<file path="src/rtl/player_sprite_engine_pkg.sv">
// Shared definitions for the player sprite renderer.
// Holds the transparent colour key, default sprite and arena geometry, the
// motion FSM state encoding and small width helpers used to size counters and
// the sprite ROM address.
package player_sprite_engine_pkg;

  localparam logic [11:0] TRANSPARENT_KEY = 12'h198;

  localparam int SPRITE_W        = 64;
  localparam int SPRITE_H        = 64;
  localparam int SPRITE_TILES    = 2;
  localparam int ANIM_FRAMES_DEF = 2;
  localparam int ANIM_DIV_DEF    = 8;
  localparam int YPOS_DEF        = 600;
  localparam int ARENA_X_MIN     = 0;
  localparam int ARENA_X_MAX     = 885;
  localparam int SPEED_DEF       = 2;

  typedef enum logic [1:0] {
    ST_IDLE   = 2'd0,
    ST_WALK_L = 2'd1,
    ST_WALK_R = 2'd2
  } motion_state_e;

  // Ceiling log2; clog2(1) = 0.
  function automatic int clog2(input int value);
    int r;
    r = 0;
    while ((1 << r) < value) r++;
    return r;
  endfunction

  // Register width able to hold 0..n-1, never narrower than one bit.
  function automatic int width_of(input int n);
    return (n > 1) ? clog2(n) : 1;
  endfunction

endpackage

</file>
<file path="src/rtl/player_motion_fsm.sv">
// Player horizontal motion and walk-cycle animation.
// Detects the frame tick (rising edge of vsync_in) and, only on that tick,
// moves the player left/right with clamping to [X_MIN, X_MAX], tracks facing
// and advances the animation frame while walking.
// Ports:
//   clk, reset      pixel clock, asynchronous active-low reset
//   vsync_in        vertical sync; its rising edge is the frame tick
//   left, right     level move requests sampled at the tick
//   xpos_out        player left edge
//   facing_out      0 = right, 1 = left
//   moving_out      high while in a walking state
//   anim_out        current walk-cycle frame
module player_motion_fsm
  import player_sprite_engine_pkg::*;
#(
  parameter int ANIM_FRAMES = ANIM_FRAMES_DEF,
  parameter int ANIM_DIV    = ANIM_DIV_DEF,
  parameter int X_MIN       = ARENA_X_MIN,
  parameter int X_MAX       = ARENA_X_MAX,
  parameter int X_INIT      = 0,
  parameter int SPEED       = SPEED_DEF,
  parameter int FACE_INIT   = 0,
  localparam int AFW        = width_of(ANIM_FRAMES)
) (
  input  logic           clk,
  input  logic           reset,
  input  logic           vsync_in,
  input  logic           left,
  input  logic           right,
  output logic [11:0]    xpos_out,
  output logic           facing_out,
  output logic           moving_out,
  output logic [AFW-1:0] anim_out
);

  localparam int DW = width_of(ANIM_DIV);

  motion_state_e  state_q, state_d;
  logic           vsync_q;
  logic [11:0]    xpos_q, xpos_d;
  logic           facing_q, facing_d;
  logic           moving_q, moving_d;
  logic [AFW-1:0] anim_q, anim_d;
  logic [DW-1:0]  div_q, div_d;
  logic           tick;
  logic           walking;
  logic [12:0]    x_wide;
  logic [12:0]    x_inc;

  always_comb begin
    tick     = vsync_in & ~vsync_q;
    x_wide   = {1'b0, xpos_q};
    x_inc    = x_wide + 13'(SPEED);
    state_d  = state_q;
    xpos_d   = xpos_q;
    facing_d = facing_q;
    anim_d   = anim_q;
    div_d    = div_q;
    walking  = 1'b0;

    if (tick) begin
      if (left && !right) begin
        state_d  = ST_WALK_L;
        facing_d = 1'b1;
        walking  = 1'b1;
        // 13-bit compare so the subtraction can never wrap below X_MIN.
        if (x_wide < 13'(X_MIN) + 13'(SPEED)) xpos_d = 12'(X_MIN);
        else                                  xpos_d = xpos_q - 12'(SPEED);
      end else if (right && !left) begin
        state_d  = ST_WALK_R;
        facing_d = 1'b0;
        walking  = 1'b1;
        if (x_inc > 13'(X_MAX)) xpos_d = 12'(X_MAX);
        else                    xpos_d = x_inc[11:0];
      end else begin
        state_d = ST_IDLE;
        anim_d  = '0;
        div_d   = '0;
      end

      // Walking in either direction keeps the cycle running, so a
      // reversal does not restart the animation.
      if (walking) begin
        if (div_q == DW'(ANIM_DIV - 1)) begin
          div_d  = '0;
          anim_d = (anim_q == AFW'(ANIM_FRAMES - 1)) ? '0 : anim_q + 1'b1;
        end else begin
          div_d = div_q + 1'b1;
        end
      end
    end

    moving_d = (state_d != ST_IDLE);
  end

  always_ff @(posedge clk or negedge reset) begin
    if (!reset) begin
      vsync_q  <= 1'b0;
      state_q  <= ST_IDLE;
      xpos_q   <= 12'(X_INIT);
      facing_q <= 1'(FACE_INIT);
      moving_q <= 1'b0;
      anim_q   <= '0;
      div_q    <= '0;
    end else begin
      vsync_q  <= vsync_in;
      state_q  <= state_d;
      xpos_q   <= xpos_d;
      facing_q <= facing_d;
      moving_q <= moving_d;
      anim_q   <= anim_d;
      div_q    <= div_d;
    end
  end

  assign xpos_out   = xpos_q;
  assign facing_out = facing_q;
  assign moving_out = moving_q;
  assign anim_out   = anim_q;

endmodule

</file>
<file path="src/rtl/player_sprite_engine.sv">
// Player sprite overlay for the VGA stream.
// Draws a vertically stacked, animated, horizontally mirrorable sprite at the
// player position and composites it over rgb_in with a colour key. Motion is
// handled by player_motion_fsm; this level does the hit test and the 2-stage
// pixel pipeline.
// Ports:
//   clk, reset                  pixel clock, asynchronous active-low reset
//   left, right                 move requests, sampled at the frame tick
//   h/vcount_in, h/vsync_in,
//   h/vblnk_in, rgb_in          upstream timing and colour
//   rgb_pixel                   sprite ROM word for pixel_addr, needed by
//                               the clock edge after pixel_addr changes
//   pixel_addr                  ROM address {anim, tile, row, col}
//   h/vcount_out, h/vsync_out,
//   h/vblnk_out, rgb_out        timing and composited colour, 2 cycles late
//   xpos_out, facing_out,
//   moving_out                  player state
module player_sprite_engine
  import player_sprite_engine_pkg::*;
#(
  parameter int          WIDTH       = SPRITE_W,
  parameter int          HEIGHT      = SPRITE_H,
  parameter int          TILES       = SPRITE_TILES,
  parameter int          ANIM_FRAMES = ANIM_FRAMES_DEF,
  parameter int          ANIM_DIV    = ANIM_DIV_DEF,
  parameter int          YPOS        = YPOS_DEF,
  parameter int          X_MIN       = ARENA_X_MIN,
  parameter int          X_MAX       = ARENA_X_MAX,
  parameter int          X_INIT      = 0,
  parameter int          SPEED       = SPEED_DEF,
  parameter int          FACE_INIT   = 0,
  parameter logic [11:0] TRANSPARENT = TRANSPARENT_KEY,
  localparam int         AW          = clog2(ANIM_FRAMES * TILES * HEIGHT * WIDTH)
) (
  input  logic          clk,
  input  logic          reset,
  input  logic          left,
  input  logic          right,
  input  logic [11:0]   hcount_in,
  input  logic          hsync_in,
  input  logic          hblnk_in,
  input  logic [11:0]   vcount_in,
  input  logic          vsync_in,
  input  logic          vblnk_in,
  input  logic [11:0]   rgb_in,
  input  logic [11:0]   rgb_pixel,
  output logic [AW-1:0] pixel_addr,
  output logic [11:0]   hcount_out,
  output logic          hsync_out,
  output logic          hblnk_out,
  output logic [11:0]   vcount_out,
  output logic          vsync_out,
  output logic          vblnk_out,
  output logic [11:0]   rgb_out,
  output logic [11:0]   xpos_out,
  output logic          facing_out,
  output logic          moving_out
);

  localparam int CW  = clog2(WIDTH);
  localparam int RW  = clog2(HEIGHT);
  localparam int UW  = AW - RW - CW;
  localparam int AFW = width_of(ANIM_FRAMES);

  localparam logic signed [13:0] YPOS_S   = 14'(YPOS);
  localparam logic signed [13:0] WIDTH_S  = 14'(WIDTH);
  localparam logic signed [13:0] HEIGHT_S = 14'(TILES * HEIGHT);

  logic [AFW-1:0]     anim;
  logic [11:0]        xpos;
  logic               facing;

  logic signed [13:0] dx;
  logic signed [13:0] dy;
  logic [CW-1:0]      col;
  logic [UW-1:0]      upper;
  logic [AW-1:0]      addr_d, addr_q;
  logic               hit_d;
  logic               blank_d;
  logic [11:0]        rgb_out_d;

  logic               hit_p1_q, blank_p1_q;
  logic [11:0]        rgb_p1_q, hcount_p1_q, vcount_p1_q;
  logic               hsync_p1_q, vsync_p1_q, hblnk_p1_q, vblnk_p1_q;
  logic [11:0]        rgb_p2_q, hcount_p2_q, vcount_p2_q;
  logic               hsync_p2_q, vsync_p2_q, hblnk_p2_q, vblnk_p2_q;

  player_motion_fsm #(
    .ANIM_FRAMES (ANIM_FRAMES),
    .ANIM_DIV    (ANIM_DIV),
    .X_MIN       (X_MIN),
    .X_MAX       (X_MAX),
    .X_INIT      (X_INIT),
    .SPEED       (SPEED),
    .FACE_INIT   (FACE_INIT)
  ) u_motion (
    .clk        (clk),
    .reset      (reset),
    .vsync_in   (vsync_in),
    .left       (left),
    .right      (right),
    .xpos_out   (xpos),
    .facing_out (facing),
    .moving_out (moving_out),
    .anim_out   (anim)
  );

  always_comb begin
    dx      = $signed({2'b00, hcount_in}) - $signed({2'b00, xpos});
    dy      = $signed({2'b00, vcount_in}) - YPOS_S;
    hit_d   = (dx >= 14'sd0) && (dx < WIDTH_S) && (dy >= 14'sd0) && (dy < HEIGHT_S);
    // WIDTH is a power of two, so WIDTH-1-dx is the bitwise inverse of dx.
    col     = facing ? ~dx[CW-1:0] : dx[CW-1:0];
    // Upper address field is anim*TILES + tile; equals {anim, tile} when
    // TILES is a power of two. Outside the sprite it is garbage, gated by hit.
    upper   = UW'(anim) * UW'(TILES) + UW'(dy[12:RW]);
    addr_d  = {upper, dy[RW-1:0], col};
    blank_d = hblnk_in | vblnk_in;
    rgb_out_d = blank_p1_q ? 12'h000 :
                (hit_p1_q && (rgb_pixel != TRANSPARENT)) ? rgb_pixel : rgb_p1_q;
  end

  // Stage 1: ROM address, hit, blank and delayed upstream pixel.
  always_ff @(posedge clk or negedge reset) begin
    if (!reset) begin
      addr_q      <= '0;
      hit_p1_q    <= 1'b0;
      blank_p1_q  <= 1'b0;
      rgb_p1_q    <= '0;
      hcount_p1_q <= '0;
      vcount_p1_q <= '0;
      hsync_p1_q  <= 1'b0;
      vsync_p1_q  <= 1'b0;
      hblnk_p1_q  <= 1'b0;
      vblnk_p1_q  <= 1'b0;
    end else begin
      addr_q      <= addr_d;
      hit_p1_q    <= hit_d;
      blank_p1_q  <= blank_d;
      rgb_p1_q    <= rgb_in;
      hcount_p1_q <= hcount_in;
      vcount_p1_q <= vcount_in;
      hsync_p1_q  <= hsync_in;
      vsync_p1_q  <= vsync_in;
      hblnk_p1_q  <= hblnk_in;
      vblnk_p1_q  <= vblnk_in;
    end
  end

  // Stage 2: composite ROM data over the upstream pixel.
  always_ff @(posedge clk or negedge reset) begin
    if (!reset) begin
      rgb_p2_q    <= '0;
      hcount_p2_q <= '0;
      vcount_p2_q <= '0;
      hsync_p2_q  <= 1'b0;
      vsync_p2_q  <= 1'b0;
      hblnk_p2_q  <= 1'b0;
      vblnk_p2_q  <= 1'b0;
    end else begin
      rgb_p2_q    <= rgb_out_d;
      hcount_p2_q <= hcount_p1_q;
      vcount_p2_q <= vcount_p1_q;
      hsync_p2_q  <= hsync_p1_q;
      vsync_p2_q  <= vsync_p1_q;
      hblnk_p2_q  <= hblnk_p1_q;
      vblnk_p2_q  <= vblnk_p1_q;
    end
  end

  assign pixel_addr = addr_q;
  assign rgb_out    = rgb_p2_q;
  assign hcount_out = hcount_p2_q;
  assign vcount_out = vcount_p2_q;
  assign hsync_out  = hsync_p2_q;
  assign vsync_out  = vsync_p2_q;
  assign hblnk_out  = hblnk_p2_q;
  assign vblnk_out  = vblnk_p2_q;
  assign xpos_out   = xpos;
  assign facing_out = facing;

endmodule

</file>
<file path="config.mk">
export PLATFORM = sky130hd
export DESIGN_NAME = player_sprite_engine
export DESIGN_NICKNAME = d
export VERILOG_FILES = /design/src/rtl/player_sprite_engine_pkg.sv /design/src/rtl/player_motion_fsm.sv /design/src/rtl/player_sprite_engine.sv
export SDC_FILE = /design/constraint.sdc
export NUM_CORES = 1
export LEC_CHECK = 0
export CORE_ASPECT_RATIO = 1.1
export CORE_MARGIN = 5
export CORE_UTILIZATION = 49
export DETAILED_ROUTE_END_ITERATION = 8
export PLACE_DENSITY_LB_ADDON = 0.3
export SETUP_SLACK_MARGIN = 0.15
export SLEW_MARGIN = 20
export SYNTH_ARGS = -nofsm -noshare
export SYNTH_HDL_FRONTEND = slang
export SYNTH_SLANG_ARGS = --single-unit
</file>
<file path="constraint.sdc">
create_clock -name clk -period 3.2 [get_ports clk]
set_clock_uncertainty 0.2 [all_clocks]
set_input_delay 0.64 -clock clk [delete_from_list [all_inputs] [get_ports clk]]
set_output_delay 0.64 -clock clk [all_outputs]
set_load 0.05 [all_outputs]
</file>
Yosys cells after proc, flatten, opt, wreduce, memory -nomap -nowiden --
Index checks and enable logic that the tools add are counted. Widths: inputs -> output; s select.
Storage, ports and cells: bits in registers 116, bits of input ports 56, logic and storage cells 80
Cells by class: add/subtract/negate cells 7, order comparisons 6, equal/unequal tests 4, muxes and demuxes 24, bitwise operators 4, reductions and logical operators 12
Operators by type and width (number):
- $mux 12 | 6
- $ge 13x1->1 const B | 2
- $add 12x2->13 const B | 1
- $gt 13x10->1 const B | 1
- $lt 13x8->1 const B | 1
- $lt 13x9->1 const B | 1
- $sub 12x10->13 const B | 1
- $sub 12x12->13 | 1
- $lt 12x2->1 const B | 1
- $mux 3 | 4
- $ne 12x9->1 const B | 1
- $sub 12x2->12 const B | 1
- $mux 1 | 10
- $logic_and 1x1->1 | 6
- $mux 2 | 3
- $mux 6 | 1
- $not 6->6 | 1
- $ne 2x2->1 const B | 2
- $reduce_bool 2->1 | 2
- $add 3x1->3 const B | 1
- $eq 3x3->1 const B | 1
- $reduce_and 3->1 | 1
- $add 2x2->2 | 1
- $logic_not 1->1 | 2
- 5 further kinds | 5

Logic depth before layout (Yosys ltp) --
word-level depth 7, depth in mapped cells 10

By module --
Synthesis repeated with hierarchy kept, for this count alone.
Second synthesis, totals: cell total of the unflattened synthesis 451, area total of the unflattened synthesis 5185.0 µm²
By module, submodules not included:
- player_sprite_engine | instances 1, cells an instance 248, area an instance 3404.5 µm², sequential area each 2327.2 µm²
- player_motion_fsm | instances 1, cells an instance 203, area an instance 1780.5 µm², sequential area each 525.5 µm²

Worst setup path before layout --
OpenSTA, ideal clock, no wires.
path type register to register, start register u_motion.xpos_q[2] (netlist: u_motion.xpos_out[2]), end register u_motion.xpos_q[2] (netlist: u_motion.xpos_out[2]), library setup time 0.125 ns, data arrival time 2.585 ns, data required time 2.875 ns, slack 0.290 ns, stages on the path, launching flop included 9, clock period less this slack 2.910 ns, path through dfrtp_1 > ha_1 > nand3b_1 > a221oi_1 > o21ai_0 > or4_4 > o211ai_2 > o211ai_1 > mux2_4
Between the ends: longest elaborated chain between the ends 5, elaborated cells on any way between the ends 8, those cells by class add/sub (2); order compare (2); mux (4)
RTL lines:
- start, declared | line player_motion_fsm.sv:40 | logic [11:0] xpos_q, xpos_d;
- start signal, assigned | line player_motion_fsm.sv:100 | xpos_q <= 12'(X_INIT);
- start signal, assigned | line player_motion_fsm.sv:108 | xpos_q <= xpos_d;
- $add 12x2->13 | line player_motion_fsm.sv:53 | x_inc = x_wide + 13'(SPEED);
- $gt 13x10->1 | line player_motion_fsm.sv:73 | if (x_inc > 13'(X_MAX)) xpos_d = 12'(X_MAX);
- $mux 12 | line player_motion_fsm.sv:73
- $mux 12 | line player_motion_fsm.sv:69 | end else if (right && !left) begin
- $mux 12 * | line player_motion_fsm.sv:62 | if (left && !right) begin
Mark *: on every way between the ends. The rest lies on a longest branch, timed or not. The select of a mux whose other input is x is not followed. A chain may end at the register's enable or synchronous reset.

Final worst setup path --
start register u_motion.xpos_q[3] (netlist: u_motion.xpos_out[3]), end output xpos_out[3]
RTL lines:
- end, declared | line player_sprite_engine.sv:55 | output logic [11:0] xpos_out,
No word-level cell between the ends.

==> impl_metrics.env <==
export IMPL_dpl_hpwl_um=8050
export IMPL_synth_lib_cells_used_distinct=53
export IMPL_clock_sink_count=113
export IMPL_synth_fp_nets=484
export IMPL_syn_instance_count=406
export IMPL_synth_async_reset_ratio_pct=100
export IMPL_maximum_vdd_drop_mv=0.562
export IMPL_tritoncts_clock_tree="built"
export IMPL_cap_viol_max_count=0
export IMPL_startpoint_type="register"
export IMPL_final_net_count=616
export IMPL_count_of_state_elements_after_synthesis=113
export IMPL_synth_edf_count=0
export IMPL_placement_io_buffers=123
export IMPL_num_antenna_cells=0
export IMPL_grt_overflow_total=0
export IMPL_final_util_pct=70.8
export IMPL_worst_slew_pin_slew_ns=0.881
export IMPL_hold_viol=0
export IMPL_setup_total_negative_slack_ns=0
export IMPL_synth_yosys_seq_area_share_pct=60.0
export IMPL_min_delay_path_class="in -> async"
export IMPL_yosysWarnings=0
export IMPL_maxSlewViolCount=0
export IMPL_path_class="reg -> out"
export IMPL_routed_length_per_instance_um=17.5
export IMPL_reg2reg_from="u_motion.xpos_out[2]"
export IMPL_dr_total_vias=3627
export IMPL_power_density_mw_per_mm2=827
export IMPL_finalWirelength_um=11700
export IMPL_grt_pass1_vias=3807
export IMPL_grt_max_degree=70
export IMPL_crit_end="xpos_out[3]"
export IMPL_fp_dieArea_mm2=0.0117
export IMPL_rr_endpoint="u_motion.xpos_out[2]"
export IMPL_detail_route_drc_violations=0
export IMPL_dr_pass1_iters=4
export IMPL_fill_cells=644
export IMPL_setup_violations_final=0
export IMPL_ant_nets=0
export IMPL_timing_reg2reg_setup_slack_ns=0.32
export IMPL_clock_latency_ns=0.52
export IMPL_timing_fmax_mhz=342
export IMPL_cts_path_max_buffers=2
export IMPL_timing_max_slew_rel_slack_pct=41.3
export IMPL_crit_required_ns=2.36
export IMPL_routabilityCongestion=0.845
export IMPL_h_tree_depth=4
export IMPL_grt_setup_unrepaired="false"
export IMPL_cts_made_buffers=17
export IMPL_cp_data_arrival_time_ns=2.08
export IMPL_routed_via_density=5.43
export IMPL_die_height_um=113
export IMPL_worst_setup_path_startpoint="u_motion.xpos_out[3]"
export IMPL_die_width_um=104
export IMPL_rr_worst_depth=8
export IMPL_timing_final_crit_period_ns=2.92
export IMPL_io_pins=124
export IMPL_total_standard_cell_area_after_synthesis_mm2=0.00471
export IMPL_global_route_usage_total_pct=21.1
export IMPL_grt_antenna_before_repair=0
export IMPL_detailedRoute_firstIterationViolations=170
export IMPL_post_route_period_util_pct=91.4
export IMPL_leakagePower_nw=2.93
export IMPL_rows=37
export IMPL_layout_overhead_on_the_synthesized_area_pct=41.1
export IMPL_status="finished, final reports clean"
export IMPL_floorplan_initialDensity_pct=50.2
export IMPL_power_mw=5.50
export IMPL_endpoint_kind="primary output"
export IMPL_cts_clk_slew_worst_paths_ns=0.06
export IMPL_postCtsHoldBufs=0
export IMPL_synth_top_flop_cell="dfrtp_1"
export IMPL_clock_root_buffer="clkbuf_8"
export IMPL_post_route_cells_drive_above_1_share_pct=10.2
export IMPL_postSynthAreaPerCell_um2=11.6
export IMPL_placeable_core_area_mm2=0.00940
export IMPL_critical_path_max_fanout=9
export IMPL_grt_pass1_wl_um=19500
-- how the worst min path moves through the flow --
stage	start	end	slack [ns]
floorplan	hblnk_p1_q	hblnk_out	0.13
global placement	vcount_p1_q[7]	vcount_out[7]	0.13
detailed placement	hcount_p1_q[5]	hcount_out[5]	0.13
CTS	reset	vcount_out[2]	0.05
global route	reset	vcount_out[2]	0.09
finish	reset	vcount_out[2]	0.03
-- per-stage QoR --
step / setup slack [ns] / hold slack (ns) / std cells / area [um2]
finish: 0.276 / 0.0292 / 668 / 6650
global route: 0.158 / 0.0913 / 668 / 6650
CTS: 0.271 / 0.0537 / 668 / 6650
detailed placement: 0.00141 / 0.135 / 636 / 6080
global placement: 0.0387 / 0.132 / 636 / 6080
floorplan: 0.290 / 0.131 / 406 / 4710
-- registers in the layout, indices dropped and copies added (netlist names), 2 cells and up --
name,flops
hcount_out,12
hcount_p1_q,12
rgb_out,12
rgb_p1_q,12
u_motion.xpos_out,12
vcount_out,12
vcount_p1_q,12
pixel_addr,11
u_motion.div_q,3
u_motion.state_q,2
-- what timing repair did --
item                       4_1_cts  5_1_grt
resized for setup                0        1
setup buffers                    0        0
setup endpoints to repair        0        1
-- cell families (layout without fill, tap and decap cells) --
kind of cell	after synthesis	after routing	synth area share, %
AOI/OAI and AO/OA	94	94	12.2
xor gates and xnor gates	22	22	4.09
adders and majority gates	22	22	6.00
buffers and inverters	41	186	3.72
DFF	113	113	60.0
muxes	9	9	2.07
and+or+nand+nor	105	105	11.9
-- routing by layer --
layer	up-vias	part of all wire [%]	GRT usage [%]	routed length [um]
li1	1676	-	-	-
met1	1750	41	25.4	4780
met2	172	50	34.2	5840
met3	29	6.8	8.33	792
met4	0	2.6	8.31	301
met5	-	0	0	0
-- cells in the mapped netlist (5+ instances only) --
cell type	instances	area share (%)
inv_1	21	1.7
buf_2	5	0.53
mux2i_1	6	1.3
xnor2_1	16	3.0
ha_1	21	5.6
nor2b_1	5	0.66
nor2_1	24	1.9
nor3_1	6	0.64
nand3_1	9	0.96
xor2_1	6	1.1
clkbuf_1	9	0.72
a21oi_1	28	3.0
dfrtp_1	113	60
o31ai_1	5	0.80
nand2_1	29	2.3
o21ai_0	26	2.8
o22ai_1	6	0.80
nand2b_1	9	1.2
a21o_1	5	0.80
-- critical path, stage by stage, from the launching register on --
cell and delay (ns):
dfrtp_1 0.54, buf_4 0.21, clkdlybuf4s50_1 0.80
-- cell type report --
type | instances | area (um2) | area share, %
clock buffer | 17 | 414 | 6.23
inverter | 22 | 82.6 | 1.24
timing repair buffer | 132 | 1310 | 19.7
tap | 117 | 146 | 2.20
clock inverter | 15 | 161 | 2.43
sequential | 113 | 2830 | 42.5
multi-input combinational | 252 | 1710 | 25.7
-- layout by cell type, fill, tap and decap left out, types with 4 or more instances in the layout --
cell / count
nor2_1: 24
xnor2_1: 16
nor3_1: 6
nor4_1: 4
clkinv_4: 5
o22ai_1: 6
nand2b_1: 9
a21o_1: 5
o31ai_1: 5
buf_4: 9
xor2_1: 6
ha_1: 21
mux2i_1: 6
o21ai_0: 26
a31oi_1: 4
nand2_1: 29
clkdlybuf4s50_1: 122
clkbuf_16: 16
nand3_1: 9
nor2b_1: 5
a21oi_1: 28
dfrtp_1: 112
inv_1: 21
-- where the power goes --
group / total [mW] / switching, mW / internal, mW
Clock: 1.80 / 0.691 / 1.11
Sequential: 1.81 / 0.207 / 1.60
Combinational: 1.89 / 1.14 / 0.747
No activity file was read; power rests on OpenSTA's default activity.
